===== config.mk =====
export PLATFORM = sky130hd
export DESIGN_NAME = core_seq_ctrl
export DESIGN_NICKNAME = d
export VERILOG_FILES = /design/src/rtl/core_pkg.sv /design/src/rtl/core_opdec.sv /design/src/rtl/core_seq_ctrl.sv
export SDC_FILE = /design/constraint.sdc
export NUM_CORES = 1
export LEC_CHECK = 0
export CORE_AREA = 10 10 131 133
export CTS_CLUSTER_DIAMETER = 60
export CTS_CLUSTER_SIZE = 14
export DETAILED_ROUTE_END_ITERATION = 6
export DIE_AREA = 0 0 141 143
export DONT_BUFFER_PORTS = 1
export HOLD_SLACK_MARGIN = 0.12
export PLACE_DENSITY = 0.47
export SLEW_MARGIN = 10
export SYNTH_ARGS = -nofsm -noshare
export SYNTH_HDL_FRONTEND = slang
export SYNTH_SLANG_ARGS = --single-unit

===== constraint.sdc =====
create_clock -name iCLK -period 3.6 [get_ports iCLK]
set_input_delay 0.9 -clock iCLK [delete_from_list [all_inputs] [get_ports iCLK]]
set_output_delay 0.9 -clock iCLK [all_outputs]
set_load 0.02 [all_outputs]

===== src/rtl/core_pkg.sv =====
// Purpose: shared encodings for the RV32I multi-cycle sequencer (states, opcodes,
//          writeback-source codes, decoded-instruction record).
// Latency: n/a (types and constants only).
// Backpressure: n/a.
package core_pkg;

  typedef enum logic [2:0] {
    ST_IDLE   = 3'd0,
    ST_FETCH  = 3'd1,
    ST_DECODE = 3'd2,
    ST_EXEC   = 3'd3,
    ST_MEM    = 3'd4,
    ST_WB     = 3'd5,
    ST_HALT   = 3'd6
  } seqState_t;

  localparam logic [6:0] OP_LUI    = 7'b0110111;
  localparam logic [6:0] OP_AUIPC  = 7'h17;
  localparam logic [6:0] OP_OPIMM  = 7'b0010011;
  localparam logic [6:0] OP_OP     = 7'b0110011;
  localparam logic [6:0] OP_LOAD   = 7'b0000011;
  localparam logic [6:0] OP_STORE  = 7'b0100011;
  localparam logic [6:0] OP_JAL    = 7'b1101111;
  localparam logic [6:0] OP_JALR   = 7'b1100111;
  localparam logic [6:0] OP_BRANCH = 7'b1100011;

  localparam logic [1:0] WB_ALU  = 2'd0;
  localparam logic [1:0] WB_UIMM = 2'd1;
  localparam logic [1:0] WB_LOAD = 2'd2;
  localparam logic [1:0] WB_PC4  = 2'd3;

  typedef enum logic [2:0] {
    CL_ILLEGAL = 3'd0,
    CL_UIMM    = 3'd1,
    CL_ALU     = 3'd2,
    CL_LOAD    = 3'd3,
    CL_STORE   = 3'd4,
    CL_JUMP    = 3'd5,
    CL_BRANCH  = 3'd6
  } opClass_t;

  typedef struct packed {
    opClass_t   opClass;
    logic       writesRd;
    logic       usesMem;
    logic       isJump;
    logic       isBranch;
    logic       illegal;
    logic [1:0] wbSel;
  } opInfo_t;

endpackage


===== src/rtl/core_opdec.sv =====
// Purpose: classify a RV32I major opcode into the attributes the sequencer needs.
// Latency: purely combinational.
// Backpressure: none.
// Ports: opcode (7-bit major opcode from IR[6:0]) -> info (decoded record).
module core_opdec
  import core_pkg::*;
(
  input  logic [6:0] opcode,
  output opInfo_t    info
);

  always_comb begin
    info         = '0;
    info.opClass = CL_ILLEGAL;
    info.illegal = 1'b1;
    info.wbSel   = WB_ALU;
    case (opcode)
      OP_LUI, OP_AUIPC: begin
        info.opClass  = CL_UIMM;
        info.illegal  = 1'b0;
        info.writesRd = 1'b1;
        info.wbSel    = WB_UIMM;
      end
      OP_OPIMM, OP_OP: begin
        info.opClass  = CL_ALU;
        info.illegal  = 1'b0;
        info.writesRd = 1'b1;
        info.wbSel    = WB_ALU;
      end
      OP_LOAD: begin
        info.opClass  = CL_LOAD;
        info.illegal  = 1'b0;
        info.writesRd = 1'b1;
        info.usesMem  = 1'b1;
        info.wbSel    = WB_LOAD;
      end
      OP_STORE: begin
        info.opClass  = CL_STORE;
        info.illegal  = 1'b0;
        info.usesMem  = 1'b1;
      end
      OP_JAL, OP_JALR: begin
        info.opClass  = CL_JUMP;
        info.illegal  = 1'b0;
        info.writesRd = 1'b1;
        info.isJump   = 1'b1;
        info.wbSel    = WB_PC4;
      end
      OP_BRANCH: begin
        info.opClass  = CL_BRANCH;
        info.illegal  = 1'b0;
        info.isBranch = 1'b1;
      end
      default: ;
    endcase
  end

endmodule


===== src/rtl/core_seq_ctrl.sv =====
// Purpose: multi-cycle RV32I sequencer (FETCH/DECODE/EXEC/MEM/WB) owning PC, IR,
//          redirect state and the retired-instruction counter; halts on illegal
//          opcodes or misaligned control-flow targets.
// Latency: 4 cycles per non-memory instruction, 5 for load/store, +1 per ack wait cycle.
// Backpressure: FETCH and MEM hold their request high until the matching ack;
//               acks arriving in any other state are ignored.
// Ports: iCLK/iRST clock and sync reset; oIMEM_REQ/iIMEM_ACK/iIMEM_DATA fetch
//        handshake; oDMEM_REQ/oDMEM_WE/iDMEM_ACK data handshake; iBR_TAKEN and
//        iPC_TARGET from the datapath in EXEC; oIR/oPC/oRD current instruction;
//        oRF_WE/oWB_SEL writeback control; oHALT sticky halt; oINSTRET counter.
module core_seq_ctrl
  import core_pkg::*;
#(
  parameter int unsigned       PC_W     = 8,
  parameter logic [PC_W-1:0]   RESET_PC = '0
) (
  input  logic            iCLK,
  input  logic            iRST,
  output logic            oIMEM_REQ,
  input  logic            iIMEM_ACK,
  input  logic [31:0]     iIMEM_DATA,
  output logic            oDMEM_REQ,
  output logic            oDMEM_WE,
  input  logic            iDMEM_ACK,
  input  logic            iBR_TAKEN,
  input  logic [PC_W-1:0] iPC_TARGET,
  output logic [31:0]     oIR,
  output logic [PC_W-1:0] oPC,
  output logic            oRF_WE,
  output logic [4:0]      oRD,
  output logic [1:0]      oWB_SEL,
  output logic            oHALT,
  output logic [31:0]     oINSTRET
);

  seqState_t state, stateNext;

  logic [PC_W-1:0] pcQ;
  logic [31:0]     irQ;
  logic [31:0]     instretQ;

  // Instruction class captured in DECODE so EXEC/MEM/WB do not depend on
  // the decoder staying valid.
  opClass_t clsQ;
  logic     writesRdQ;
  logic     usesMemQ;
  logic     isJumpQ;
  logic     isBranchQ;

  logic            redirectQ;
  logic [PC_W-1:0] targetQ;

  opInfo_t decInfo;
  logic    redirNow;
  logic    misaligned;

  core_opdec uOpdec (
    .opcode (irQ[6:0]),
    .info   (decInfo)
  );

  assign redirNow   = isJumpQ | (isBranchQ & iBR_TAKEN);
  assign misaligned = redirNow & (iPC_TARGET[1:0] != 2'b00);

  // IR is held from DECODE through WB, so the combinational decode gives a
  // stable writeback select; after reset IR=0 decodes as illegal -> WB_ALU (0).
  assign oWB_SEL  = decInfo.wbSel;
  assign oIR      = irQ;
  assign oPC      = pcQ;
  assign oRD      = irQ[11:7];
  assign oINSTRET = instretQ;
  assign oHALT    = (state == ST_HALT);

  always_ff @(posedge iCLK) begin
    if (iRST) state <= ST_IDLE;
    else      state <= stateNext;
  end

  always_comb begin
    stateNext = state;
    oIMEM_REQ = 1'b0;
    oDMEM_REQ = 1'b0;
    oDMEM_WE  = 1'b0;
    oRF_WE    = 1'b0;
    case (state)
      ST_IDLE:   stateNext = ST_FETCH;
      ST_FETCH: begin
        oIMEM_REQ = 1'b1;
        if (iIMEM_ACK) stateNext = ST_DECODE;
      end
      ST_DECODE: stateNext = decInfo.illegal ? ST_HALT : ST_EXEC;
      ST_EXEC: begin
        if (misaligned)    stateNext = ST_HALT;
        else if (usesMemQ) stateNext = ST_MEM;
        else               stateNext = ST_WB;
      end
      ST_MEM: begin
        oDMEM_REQ = 1'b1;
        oDMEM_WE  = (clsQ == CL_STORE);
        if (iDMEM_ACK) stateNext = ST_WB;
      end
      ST_WB: begin
        oRF_WE    = writesRdQ & (irQ[11:7] != 5'd0);
        stateNext = ST_FETCH;
      end
      ST_HALT:   stateNext = ST_HALT;
      default:   stateNext = ST_IDLE;
    endcase
  end

  always_ff @(posedge iCLK) begin
    if (iRST) begin
      pcQ       <= RESET_PC;
      irQ       <= '0;
      instretQ  <= '0;
      clsQ      <= CL_ILLEGAL;
      writesRdQ <= 1'b0;
      usesMemQ  <= 1'b0;
      isJumpQ   <= 1'b0;
      isBranchQ <= 1'b0;
      redirectQ <= 1'b0;
      targetQ   <= '0;
    end else begin
      case (state)
        ST_FETCH: begin
          if (iIMEM_ACK) irQ <= iIMEM_DATA;
        end
        ST_DECODE: begin
          clsQ      <= decInfo.opClass;
          writesRdQ <= decInfo.writesRd;
          usesMemQ  <= decInfo.usesMem;
          isJumpQ   <= decInfo.isJump;
          isBranchQ <= decInfo.isBranch;
        end
        ST_EXEC: begin
          redirectQ <= redirNow;
          targetQ   <= iPC_TARGET;
        end
        ST_WB: begin
          pcQ      <= redirectQ ? targetQ : pcQ + PC_W'(4);
          instretQ <= instretQ + 32'd1;
        end
        default: ;
      endcase
    end
  end

endmodule

==> flow_metrics.py <==
metrics = {
    "critical_path": {
        "crit_slowest_cell": "dfxtp_1",
        "path_buf_inv": 0,
        "crit_family": "flip-flops",
        "slowest_delay_ps": 600,
        "path_cells": "and3b_1 > o311a_1",
        "start_kind": "flop",
        "rrSetupSlack_ps": 1130,
        "cp_data_arrival_time_ps": 1840,
        "timing.critical_path.from": "state[0]",
        "cp_max_fo": 16,
        "worstSetupEndpointType": "primary output",
        "cp_data_required_time_ps": 2700,
        "crit-reg2reg-launch": "state[1]",
        "worst-setup-path-type": "flop to primary output",
        "r2r_cells": 4,
        "regToRegEndpoint": "oINSTRET[19]",
    },
    "route": {
        "viasPerCell": 5.18,
        "dr.first_iter.drc_count": 119,
        "wl_per_cell_um": 17.9,
        "wl_mm": 11.8,
        "post-route-drc-count": 0,
        "postRouteAntennaNets": 0,
        "met3_wirelength_mm": 1.40,
        "highest_layer": "met4",
        "dr_wl_met2_mm": 5.36,
        "dr_total_vias": 3398,
        "drt_first_pass_iters": 5,
        "wl_met1_mm": 4.83,
    },
    "die": {
        "row_count": 44,
        "die_x_um": 141,
        "coreArea_um2": 14400,
        "fp.dieH_um": 143,
        "start_util_pct": 27.7,
        "ioPinCount": 129,
        "die-area_um2": 20200,
    },
    "final_layout": {
        "syn2layout_area_growth_pct": 9.99,
        "drive_gt1_share_pct": 5.08,
        "diodes": 0,
        "nNetsFinal": 515,
    },
    "sta": {
        "tns_ps": 0,
        "timing.slew.headroom_pct": 50.3,
        "grt_setup_unrepaired": "no",
        "worst_pin_slew_ps": 743,
        "hold_violations": 0,
        "timing.fmax_mhz": 364,
        "worst_slack_ps": 856,
        "min_period_ps": 2740,
        "drv_slew": 0,
        "setup_violations": 0,
        "clock-skew-final_ps": 8.06,
        "fin_crit_sh_pct": 76.2,
    },
    "power": {
        "p_leak_nw": 1.46,
        "comb_power_share_pct": 5.6,
        "p_int_mw": 1.66,
        "switching_power_mw": 0.556,
        "pwr-share-clk_pct": 43.5,
        "seq_power_share_pct": 50.9,
        "p_sw_share_pct": 25.0,
        "powerDensity_nw_per_um2": 505,
        "vdd.ir_drop.worst_mv": 0.236,
    },
    "yosys": {
        "synthDistinctLibCells": 41,
        "synth-simple-area-share_pct": 27.9,
        "yosys-top-cells-area": "dfxtp_1 (46%), nand2_1 (8.5%), a21oi_1 (8.3%)",
        "synth_fa_ha_area_share_pct": 0.626,
        "synth-seq-area-share_pct": 45.6,
        "synth_top_family_by_area": "simple AND/OR/NAND/NOR gates",
        "ys.flop_type": "dfxtp_1",
        "syn_area_per_cell_um2": 8.15,
        "ys_warn_count": 0,
        "synthArstFlopShare_pct": 0,
        "yosysTopAreaCellShare_pct": 45.6,
        "synth_cells": 490,
        "netlist_area_um2": 4000,
        "synth_edf_count": 0,
        "synth_compound_area_share_pct": 16.8,
        "syn-num-nets": 537,
        "synthMuxAreaShare_pct": 1.75,
        "synth_xor_area_share_pct": 2.63,
        "synth-seq-cells": 91,
        "synth_top_area_cell": "dfxtp_1",
    },
    "global_route": {
        "grt_pass1_vias": 3355,
        "gr-total-overflow": 0,
        "grt_antenna_before_repair": 0,
        "grt_usage_pct": 11.4,
        "grt_pass1_wl_mm": 18.5,
        "grt_max_degree": 92,
    },
    "clock_network": {
        "ctsResizeCount": 0,
        "clockBufferDepth": 2,
        "cts_tree": "done",
        "cts.sinks": 91,
        "cts_root_buf": "clkbuf_16",
        "htreeDepth": 3,
        "cts.clk_slew.worst_paths_ps": 70,
        "cts_buffers": 9,
        "cts_setup_buffers": 0,
        "holdBufCountCts": 0,
        "insertion_delay_ps": 340,
    },
    "min_path": {
        "hold_class": "flop to flop",
        "hold_start": "isBranchQ",
        "holdPathEnd": "isBranchQ",
        "hold_depth": 2,
    },
    "placement": {
        "pre_cts_ws_ps": 1110,
        "hpwlAfterDp_mm": 8.35,
        "port_buffers": 0,
        "gp_congestion": 0.772,
    },
    "job": {
        "max_cap_violations": 0,
    },
    "status": {
        "outcome": "completed",
    },
}
## stage by stage
step | power, mW | cells | utilization [%] | hold WS, ps | area (um^2)
2_1_floorplan | 1.26 | 490 | - | 427 | 4000
3_3_place_gp | 1.28 | 641 | 28.4 | 438 | 4100
3_5_place_dp | 1.28 | 641 | 28.4 | 443 | 4100
4_1_cts | 2.26 | 656 | 30.5 | 452 | 4390
5_1_grt | 2.33 | 656 | 30.5 | 478 | 4390
6_report | 2.22 | 656 | 30.5 | 450 | 4390
## flip-flops by register name (all words and copies together), names as in the netlist
register / count
clsQ: 3
isBranchQ: 1
isJumpQ: 1
oINSTRET: 32
oIR: 32
oPC: 8
redirectQ: 1
state: 3
targetQ: 8
usesMemQ: 1
writesRdQ: 1
## synth_stat cells (6+ instances only)
cell type	n
a22oi_1	6
nor3_1	9
buf_4	7
clkbuf_1	31
dfxtp_1	91
nand4_1	8
nand3_1	21
or3_1	11
nor2_1	33
o31ai_1	13
a21oi_1	66
and4_1	6
a21o_1	8
xor2_1	7
and3_1	7
nand2_1	91
o21ai_0	11
or4_1	14
a211oi_1	7
mux2i_1	7
## how the worst max path moves through the flow
stage                               to  cells after the start
after floorplan               oDMEM_WE                      3
after global placement          oRF_WE                      2
after detailed placement  oINSTRET[19]                      4
after CTS                       oRF_WE                      2
after global routing            oRF_WE                      2
final                           oRF_WE                      2
## area by class of cell
class                      count  area (um^2)
multi-input combinational    357         1990
clock buffer                  13          260
inverter                       2         7.51
tap                          184          230
fill                        1572        10000
timing repair buffer           7         52.6
sequential                    91         1820
clock inverter                 2         35.0
## routing by layer
layer,vias up,track usage (%)
li1,1687,-
met1,1584,12.3
met2,113,18.3
met3,14,6.67
met4,0,3.91
met5,-,0
## cell usage in the layout, fill, tap and decap left out, types with 6 or more instances in the layout
| cell | count |
|---|---|
| a211oi_1 | 7 |
| a21o_1 | 8 |
| a21oi_1 | 66 |
| a22oi_1 | 6 |
| and3_1 | 7 |
| and4_1 | 6 |
| buf_4 | 7 |
| clkbuf_16 | 9 |
| dfxtp_1 | 91 |
| mux2i_1 | 7 |
| nand2_1 | 91 |
| nand3_1 | 21 |
| nand4_1 | 8 |
| nor2_1 | 33 |
| nor3_1 | 9 |
| o21ai_0 | 11 |
| o31ai_1 | 13 |
| or3_1 | 11 |
| or4_1 | 14 |
| xor2_1 | 7 |
## worst register-to-register path, cell delays in order, from the launching register on
cell,delay [ps]
dfxtp_1,510
and4b_1,420
nand4_1,610
or4_1,730
a21oi_1,150
## power groups by stage
stage               registers, mW  logic, mW  clock network [mW]
detailed placement           1.15      0.128                   0
global route                 1.14      0.145                1.05
floorplan                    1.12      0.135                   0
CTS                          1.13      0.128               0.999
finish                       1.13      0.125               0.965
global placement             1.15      0.125                   0
## kinds of logic (layout without fill, tap and decap cells)
group	after synthesis	in the layout
flip-flops	91	91
multiplexers	7	7
XOR/XNOR	12	12
adder cells (fa/ha/maj)	2	2
buffers and inverters	42	24
AND/OR/NAND/NOR	222	222
AO/OA/AOI/OAI	114	114
Note: power is estimated with default switching activity, not from simulation.
